### src/rtl/brownout_filter_if.sv
// Signal bundle between the brownout comparator back-end and its user.
// The brout_flag/clr_flag pair exists only when BROWNOUT_FILTER_STICKY_EN is defined.
interface brownout_filter_if #(
   parameter int CNT_W = 8
);
   logic             ena;
   logic             dcomp;
   logic [CNT_W-1:0] assert_cnt;
   logic [CNT_W-1:0] release_cnt;
   logic             ready;
   logic             brout;
   logic             brout_rise;
   logic             brout_fall;
`ifdef BROWNOUT_FILTER_STICKY_EN
   logic             clr_flag;
   logic             brout_flag;

   modport master (
      output ena, dcomp, assert_cnt, release_cnt, clr_flag,
      input  ready, brout, brout_rise, brout_fall, brout_flag
   );
   modport slave (
      input  ena, dcomp, assert_cnt, release_cnt, clr_flag,
      output ready, brout, brout_rise, brout_fall, brout_flag
   );
`else
   modport master (
      output ena, dcomp, assert_cnt, release_cnt,
      input  ready, brout, brout_rise, brout_fall
   );
   modport slave (
      input  ena, dcomp, assert_cnt, release_cnt,
      output ready, brout, brout_rise, brout_fall
   );
`endif
endinterface

### src/rtl/brownout_filter.sv
// Brownout comparator back-end: synchronizer, settle blanking and assert/release debounce.
// Define BROWNOUT_FILTER_STICKY_EN to add the sticky brout_flag with clr_flag.
module brownout_filter #(
   parameter int SYNC_STAGES = 2,
   parameter int CNT_W       = 8,
   parameter int SETTLE_CYC  = 16
) (
   input  logic              clk,
   input  logic              rst_n,
   brownout_filter_if.slave  bus
);

   typedef enum logic [2:0] {
      S_OFF,
      S_SETTLE,
      S_NORMAL,
      S_PEND_ASSERT,
      S_BROWNOUT,
      S_PEND_RELEASE
   } state_t;

   localparam logic [CNT_W-1:0] CNT_MAX     = '1;
   localparam logic [CNT_W-1:0] CNT_ONE     = CNT_W'(1);
   localparam logic [CNT_W-1:0] SETTLE_LAST = CNT_W'(SETTLE_CYC - 1);

   logic [SYNC_STAGES-1:0] sync_q;
   logic                   ds;

   state_t           state_q, state_d;
   logic [CNT_W-1:0] cnt_q, cnt_d, cnt_inc;
   logic [CNT_W:0]   cnt_p1;
   logic [CNT_W-1:0] assert_thr, release_thr;
   logic             ready_q, ready_d;
   logic             brout_q, brout_d;
   logic             rise_q, rise_d;
   logic             fall_q, fall_d;

   // Reset value 0 reads as "supply low"; settle blanking hides it.
   always_ff @(posedge clk or negedge rst_n) begin
      if (!rst_n) sync_q <= '0;
      else        sync_q <= {sync_q[SYNC_STAGES-2:0], bus.dcomp};
   end

   assign ds = sync_q[SYNC_STAGES-1];

   // A programmed count of 0 behaves as 1.
   assign assert_thr  = (bus.assert_cnt  == '0) ? CNT_ONE : bus.assert_cnt;
   assign release_thr = (bus.release_cnt == '0) ? CNT_ONE : bus.release_cnt;
   assign cnt_inc     = (cnt_q == CNT_MAX) ? cnt_q : cnt_q + CNT_ONE;
   assign cnt_p1      = {1'b0, cnt_q} + (CNT_W+1)'(1);

   // NOTE: every always_comb output gets a default first so no latch can be inferred.
   always_comb begin
      state_d = state_q;
      cnt_d   = cnt_q;
      rise_d  = 1'b0;
      fall_d  = 1'b0;
      if (!bus.ena) begin
         state_d = S_OFF;
         cnt_d   = '0;
      end else begin
         case (state_q)
            S_OFF: begin
               state_d = S_SETTLE;
               cnt_d   = '0;
            end
            S_SETTLE: begin
               if (cnt_q >= SETTLE_LAST) begin
                  state_d = S_NORMAL;
                  cnt_d   = '0;
               end else begin
                  cnt_d = cnt_inc;
               end
            end
            S_NORMAL: begin
               cnt_d = '0;
               if (!ds) begin
                  if (assert_thr == CNT_ONE) begin
                     state_d = S_BROWNOUT;
                     rise_d  = 1'b1;
                  end else begin
                     state_d = S_PEND_ASSERT;
                     cnt_d   = CNT_ONE;
                  end
               end
            end
            S_PEND_ASSERT: begin
               if (ds) begin
                  state_d = S_NORMAL;
                  cnt_d   = '0;
               end else if (cnt_p1 >= {1'b0, assert_thr}) begin
                  state_d = S_BROWNOUT;
                  cnt_d   = '0;
                  rise_d  = 1'b1;
               end else begin
                  cnt_d = cnt_inc;
               end
            end
            S_BROWNOUT: begin
               cnt_d = '0;
               if (ds) begin
                  if (release_thr == CNT_ONE) begin
                     state_d = S_NORMAL;
                     fall_d  = 1'b1;
                  end else begin
                     state_d = S_PEND_RELEASE;
                     cnt_d   = CNT_ONE;
                  end
               end
            end
            S_PEND_RELEASE: begin
               if (!ds) begin
                  state_d = S_BROWNOUT;
                  cnt_d   = '0;
               end else if (cnt_p1 >= {1'b0, release_thr}) begin
                  state_d = S_NORMAL;
                  cnt_d   = '0;
                  fall_d  = 1'b1;
               end else begin
                  cnt_d = cnt_inc;
               end
            end
            default: begin
               state_d = S_OFF;
               cnt_d   = '0;
            end
         endcase
      end
   end

   // Outputs are registered from the next state so they change on the transition edge.
   assign ready_d = (state_d == S_NORMAL) || (state_d == S_PEND_ASSERT) ||
                    (state_d == S_BROWNOUT) || (state_d == S_PEND_RELEASE);
   assign brout_d = (state_d == S_BROWNOUT) || (state_d == S_PEND_RELEASE);

   // NOTE: sequential state uses non-blocking assignments so all flops update together.
   always_ff @(posedge clk or negedge rst_n) begin
      if (!rst_n) begin
         state_q <= S_OFF;
         cnt_q   <= '0;
         ready_q <= 1'b0;
         brout_q <= 1'b0;
         rise_q  <= 1'b0;
         fall_q  <= 1'b0;
      end else begin
         state_q <= state_d;
         cnt_q   <= cnt_d;
         ready_q <= ready_d;
         brout_q <= brout_d;
         rise_q  <= rise_d;
         fall_q  <= fall_d;
      end
   end

   assign bus.ready      = ready_q;
   assign bus.brout      = brout_q;
   assign bus.brout_rise = rise_q;
   assign bus.brout_fall = fall_q;

`ifdef BROWNOUT_FILTER_STICKY_EN
   logic flag_q;

   // The set covers both the rise edge and the cycle rise is visible, so a clear there loses.
   always_ff @(posedge clk or negedge rst_n) begin
      if (!rst_n)                 flag_q <= 1'b0;
      else if (rise_d || rise_q)  flag_q <= 1'b1;
      else if (bus.clr_flag)      flag_q <= 1'b0;
   end

   assign bus.brout_flag = flag_q;
`endif

endmodule

### src/flat_wrapper.sv
// flat-port wrapper written by rule: the top's interface ports become plain ports
module brownout_filter_flat 
#(
   parameter int SYNC_STAGES = 2,
   parameter int CNT_W       = 8,
   parameter int SETTLE_CYC  = 16
)
  (clk, rst_n, bus_ena, bus_dcomp, bus_assert_cnt, bus_release_cnt, bus_ready, bus_brout, bus_brout_rise, bus_brout_fall);
  brownout_filter_if #(.CNT_W(CNT_W)) bus_i ();
  input  logic clk;
  input  logic rst_n;
  input wire logic [$bits(bus_i.ena)-1:0] bus_ena;
  input wire logic [$bits(bus_i.dcomp)-1:0] bus_dcomp;
  input wire logic [$bits(bus_i.assert_cnt)-1:0] bus_assert_cnt;
  input wire logic [$bits(bus_i.release_cnt)-1:0] bus_release_cnt;
  output wire logic [$bits(bus_i.ready)-1:0] bus_ready;
  output wire logic [$bits(bus_i.brout)-1:0] bus_brout;
  output wire logic [$bits(bus_i.brout_rise)-1:0] bus_brout_rise;
  output wire logic [$bits(bus_i.brout_fall)-1:0] bus_brout_fall;
  assign bus_i.ena = bus_ena;
  assign bus_i.dcomp = bus_dcomp;
  assign bus_i.assert_cnt = bus_assert_cnt;
  assign bus_i.release_cnt = bus_release_cnt;
  assign bus_ready = bus_i.ready;
  assign bus_brout = bus_i.brout;
  assign bus_brout_rise = bus_i.brout_rise;
  assign bus_brout_fall = bus_i.brout_fall;
  brownout_filter #(.SYNC_STAGES(SYNC_STAGES), .CNT_W(CNT_W), .SETTLE_CYC(SETTLE_CYC)) u_core (.clk(clk), .rst_n(rst_n), .bus(bus_i));
endmodule
### config.mk
export PLATFORM = sky130hd
export DESIGN_NAME = brownout_filter_flat
export DESIGN_NICKNAME = d
export VERILOG_FILES = /design/src/rtl/brownout_filter_if.sv /design/src/rtl/brownout_filter.sv /design/src/flat_wrapper.sv
export SDC_FILE = /design/constraint.sdc
export NUM_CORES = 1
export LEC_CHECK = 0
export ABC_AREA = 1
export CAP_MARGIN = 5
export CORE_ASPECT_RATIO = 0.6
export CORE_UTILIZATION = 45
export CTS_CLUSTER_SIZE = 10
export DETAILED_ROUTE_END_ITERATION = 8
export PLACE_DENSITY_LB_ADDON = 0.3
export SLEW_MARGIN = 25
export SYNTH_ARGS = -nofsm -noshare
export SYNTH_HDL_FRONTEND = slang
export SYNTH_SLANG_ARGS = --single-unit
### constraint.sdc
create_clock -name clk -period 2.6 [get_ports clk]
set_clock_uncertainty 0.2 [all_clocks]
set_input_delay 0.39 -clock clk [delete_from_list [all_inputs] [get_ports clk]]
set_output_delay 0.39 -clock clk [all_outputs]
set_load 0.05 [all_outputs]
# Word-level counts from Yosys, hierarchy flattened
# Index checks and enable logic that the tools add are counted.
# totals
reg_bits	17
latch_bits	0
ramBits	0
rom_bits	0
inputBits	20
output_inout_bits	4
n_memories	0
# classes
addsub	2
mul	0
div_mod_pow	0
n_lt_le_gt_ge	3
n_eq_ne	12
n_shift	0
muxes	37
bitwise	0
reduce_logical	7
# ops
op	n
$mux 8	11
$pmux 8 s5	1
$mux 3	10
$ge 9x8->1	2
$pmux 3 s6	1
$eq 8x1->1 const B	2
$logic_not 8->1	2
$eq 3x2->1 const B	4
$eq 3x3->1 const B	4
$mux 1	12
$add 8x1->9 const B	1
$add 8x1->8 const B	1
$eq 8x8->1 const B	1
$ge 8x4->1 const B	1
$logic_or 1x1->1	4
$pmux 1 s2	2
$eq 3x1->1 const B	1
$logic_not 3->1	1

# Longest topological paths before layout
# logic_depth
word_depth	11
ltp_mapped	20
ltp_nobuf	20

# Worst setup path before layout
# OpenSTA, ideal clock, no wires.
# synth_timing
path_kind	reg2reg
startpoint	register u_core.cnt_q[0]
endpoint	register u_core.ready_q, in the netlist u_core.bus.ready
t_arrival_ns	2.217
required_time_ns	2.279
slack_ns	0.062
stages_incl_launch_ff	20
n_path_buf	0
period_less_slack_ns	2.538
cell_sequence	dfrtp_1 > ha_1 > nand3_2 > nand2_1 > inv_1 > or2_2 > inv_1 > ha_1 > nand2_1 > inv_1 > nand2_1 > nand3_1 > nand2_1 > nand2_1 > nand2_1 > nand3_2 > a21oi_1 > nand2_1 > nand2_1 > nand2_1
# synth_via
elab_chain_cells	10
elab_cells_between_ends	18
cone_classes	add/sub (1); order compare (3); eq/ne (4); mux (7); reduce/logical (3)
# synth_rtl
element	line_no	text
start, declared	brownout_filter.sv:30	logic [CNT_W-1:0] cnt_q, cnt_d, cnt_inc;
start signal, assigned	brownout_filter.sv:147	cnt_q <= cnt_d;
$add 8x1->9	brownout_filter.sv:50	assign cnt_p1 = {1'b0, cnt_q} + (CNT_W+1)'(1);
$ge 9x8->1 (on tied branches)	brownout_filter.sv:115, brownout_filter.sv:91	
$mux 3 (on tied branches)	brownout_filter.sv:115, brownout_filter.sv:91	
$mux 3 (on tied branches)	brownout_filter.sv:112, brownout_filter.sv:88	
$pmux 3 s6 *	brownout_filter.sv:62	case (state_q)
$mux 3 *	brownout_filter.sv:58	if (!bus.ena) begin
$eq 3x2->1	brownout_filter.sv:132	assign ready_d = (state_d == S_NORMAL) || (state_d == S_PEND_ASSERT) ||
$logic_or 1x1->1 (2 in a row)	brownout_filter.sv:132	
$logic_or 1x1->1 *	brownout_filter.sv:133	(state_d == S_BROWNOUT) || (state_d == S_PEND_RELEASE);
net u_core.ready_d	brownout_filter.sv:33	logic ready_q, ready_d;
end signal, assigned	brownout_filter.sv:148	ready_q <= ready_d;
end, declared	brownout_filter.sv:33	
# Mark *: on every way through the listed nets, which the timed path passes. The rest lies on a longest branch.

# Final worst setup path
# layout_timing
startpoint	register u_core.cnt_q[1]
endpoint	register u_core.ready_q, in the netlist u_core.bus.ready
# The elaborated chain is that of the path after synthesis.

==> results_dict.tcl <==
set metrics [dict create \
    pin_count 24 \
    core_area_um2 3040 \
    insertion_delay_ns 0.25 \
    rrSetupSlack_ns 0.07 \
    worst-setup-path-type "flop to flop" \
    fp.dieW_um 77.2 \
    timing.final.setup_violations 0 \
    die_h_um 47.1 \
    cpMostUsedCell "buf_4" \
    hold_path_end "u_core.sync_q[1]" \
    startpoint_type "flop" \
    drtPass1Iterations 4 \
    grt_max_degree 18 \
    dieArea_um2 3640 \
    antenna_found_initial 0 \
    path_max_fanout 3 \
    layoutNonFillerInstCount 298 \
    std_cell_rows 15 \
    drc 0 \
    nNetsFinal 294 \
    drive_gt1_share_pct 38.3 \
    cts_hold_buf 0 \
    start_util_pct 50.2 \
    area_growth_pct 48.2 \
    whs_path_depth 0 \
    ant_nets 0 \
    p_per_area_nw_per_um2 258 \
    drv_cap 0 \
    max_freq_mhz 395 \
    finalHoldViolCount 0 \
    wire_per_inst_um 12.4 \
    slew_headroom_pct 51.7 \
    grt_pass1_wl_um 5890 \
    viasPerCell 4.90 \
    outcome "finished, final reports clean" \
    dp_hpwl_um 2780 \
    grt.overflow.total 0 \
    drv_slew 0 \
    rsz0062_at_grt "true" \
    rr_startpoint "u_core.cnt_q[1]" \
    worst_pin_slew_ns 0.722 \
    numCtsBuffers 3 \
    gp_congestion 0.895 \
    path_clk_slew_ns 0.07 \
    final_cell_mix "44 x nand2_1, 30 x inv_1, 23 x clkdlybuf4s50_1" \
    layout_commonest_cell "nand2_1" \
    post-route-min-period_ns 2.53 \
    vdd_drop_max_mv 0.222 \
    drt-total-wl_um 3700 \
    synth_cells 208 \
    ys_seq_area_share_pct 27.8 \
    grt_use_total_pct 21.5 \
    clock-sinks 17 \
    whs_ns 0.152 \
    grt_pass1_vias 1336 \
    fin_tns_setup_ns 0 \
    synth_warnings 0 \
    min-delay-start "u_core.sync_q[0]" \
    hp-class "flop to flop" \
    cts_tree "done" \
    worstPathRequired_ns 2.54 \
    cp_cell_sequence "buf_4, buf_4, nand3_4, nor2_4, inv_2, nor2_4, nand3_2, xor2_1, buf_4, ha_4, nand2_2, buf_4, nand3_2, nand2_2, o21ai_2, nand2_1" \
    clock_path_buffers 2 \
    n_antenna_cell 0 \
    fin_crit_sh_pct 97.4 \
    worst-r2r-cell-count 16 \
    crit_arrival_ns 2.47 \
    syn_avg_cell_area_um2 7.34 \
    synth-seq-cells 17 \
    num_vias 1461 \
    yosysUniqueCellTypes 30 \
    slowest_delay_ns 0.35 \
    clock_tree.root_cell "clkbuf_8" \
    synth_area_um2 1530 \
    io_buffers 23 \
    htree_levels 1 \
    syn-num-nets 245 \
    p_leak_nw 1.21 \
    r2r-end "u_core.bus.ready" \
    dp_cells 294 \
    end_kind "flop" \
    drt_iter0_drc 55 \
    worst_path_max_delay_cell "dfrtp_1" \
]
==> repair_timing <==
item,4_1_cts,5_1_grt
hold endpoints to repair,0,0
pin swaps,2,18
setup endpoints to repair,13,15
setup buffers,1,1
resized for setup,5,40
==> cell type report <==
cell class | instances | area (um2)
multi-input cells | 145 | 1170
fillers | 232 | 777
flip-flops and latches | 17 | 427
repair buffers | 45 | 395
inverters | 45 | 171
well taps | 42 | 52.6
clock buffers | 3 | 41.3
clock inverters | 1 | 5.00
==> metal layers <==
| layer | share of wire [%] | global-route usage [%] |
|---|---|---|
| met5 | 0 | 0 |
| met4 | 0.97 | 4.53 |
| met3 | 7.2 | 4.85 |
| met2 | 45 | 33.3 |
| met1 | 47 | 31.1 |
==> sequential cells by signal, summed over array words and instances, names as in the netlist <==
signal and count:
u_core.bus.ready 1, u_core.state_q 3, u_core.bus.brout 1, u_core.sync_q 2, u_core.cnt_q 8, u_core.bus.brout_fall 1
u_core.bus.brout_rise 1
==> worst max-delay path by stage <==
| stage | to | slack (ns) | from | depth (start not counted) |
|---|---|---|---|---|
| finish | u_core.bus.ready | 0.07 | u_core.cnt_q[1] | 16 |
| global placement | u_core.bus.ready | -0.13 | bus_release_cnt[6] | 19 |
| floorplan | u_core.bus.ready | 0.06 | u_core.cnt_q[0] | 19 |
| global route | u_core.bus.ready | -0.1 | u_core.cnt_q[1] | 18 |
| detailed placement | u_core.bus.ready | -0.23 | bus_release_cnt[6] | 19 |
| CTS | u_core.bus.ready | 0.0004 | u_core.cnt_q[0] | 19 |
==> critical path, delay by kind of cell (launching register included) <==
family | cells | cell delay, ns
flip-flops | 1 | 0.35
buffers and inverters | 5 | 0.58
AO/OA/AOI/OAI | 1 | 0.18
AND/OR/NAND/NOR | 8 | 0.71
adder cells (fa/ha/maj) | 1 | 0.26
XOR/XNOR | 1 | 0.15
==> power breakdown <==
part / internal (mW) / leakage [nW] / switching (mW)
combinational: 0.0606 / 0.954 / 0.0551
sequential: 0.268 / 0.229 / 0.00431
clock: 0.106 / 0.0255 / 0.0895
==> logic make-up (layout without fill, tap and decap cells) <==
kind of cell             after synthesis  count (layout)  synth area share (%)
XOR/XNOR                               5               5                  2.87
adder cells (fa/ha/maj)               17              17                  13.9
flip-flops                            17              17                  27.8
buffers and inverters                 46              94                  11.4
multiplexers                           1               1                 0.655
AND/OR/NAND/NOR                      112             112                  39.1
AO/OA/AOI/OAI                         10              10                  4.18
==> Yosys cell counts <==
cell type	count	area, um2
nand4_1	3	18.8
ha_1	17	213
inv_1	33	124
dfrtp_1	17	425
or2_2	2	12.5
nand3_1	9	45.0
nand3_4	1	17.5
a211oi_2	1	12.5
a21oi_1	7	35.0
nor3_2	2	20.0
xor2_1	5	43.8
nor2_1	14	52.6
nor3_1	5	25.0
nand2_1	52	195
mux2i_1	1	10.0
buf_2	1	5.00
nor2_2	7	43.8
or2_1	1	6.26
a22oi_1	1	7.51
nand2_4	2	22.5
nor4_1	1	6.26
inv_2	12	45.0
and3b_1	1	8.76
nand3_2	4	40.0
o21ai_2	1	8.76
nor2_4	2	22.5
nand4_2	1	12.5
nand2_2	1	6.26
nor2_8	1	20.0
nand3b_1	3	22.5
==> stage by stage <==
stage               worst slack (ns)  utilization (%)  cell area [um2]  total power [mW]
global placement              -0.131             64.8             1970             0.376
detailed placement            -0.229             64.8             1970             0.378
floorplan                     0.0619                -             1530             0.320
CTS                         0.000383             67.2             2040             0.572
global route                 -0.0972             74.4             2260             0.618
finish                        0.0688             74.4             2260             0.584
No activity file was read; power rests on OpenSTA's default activity.
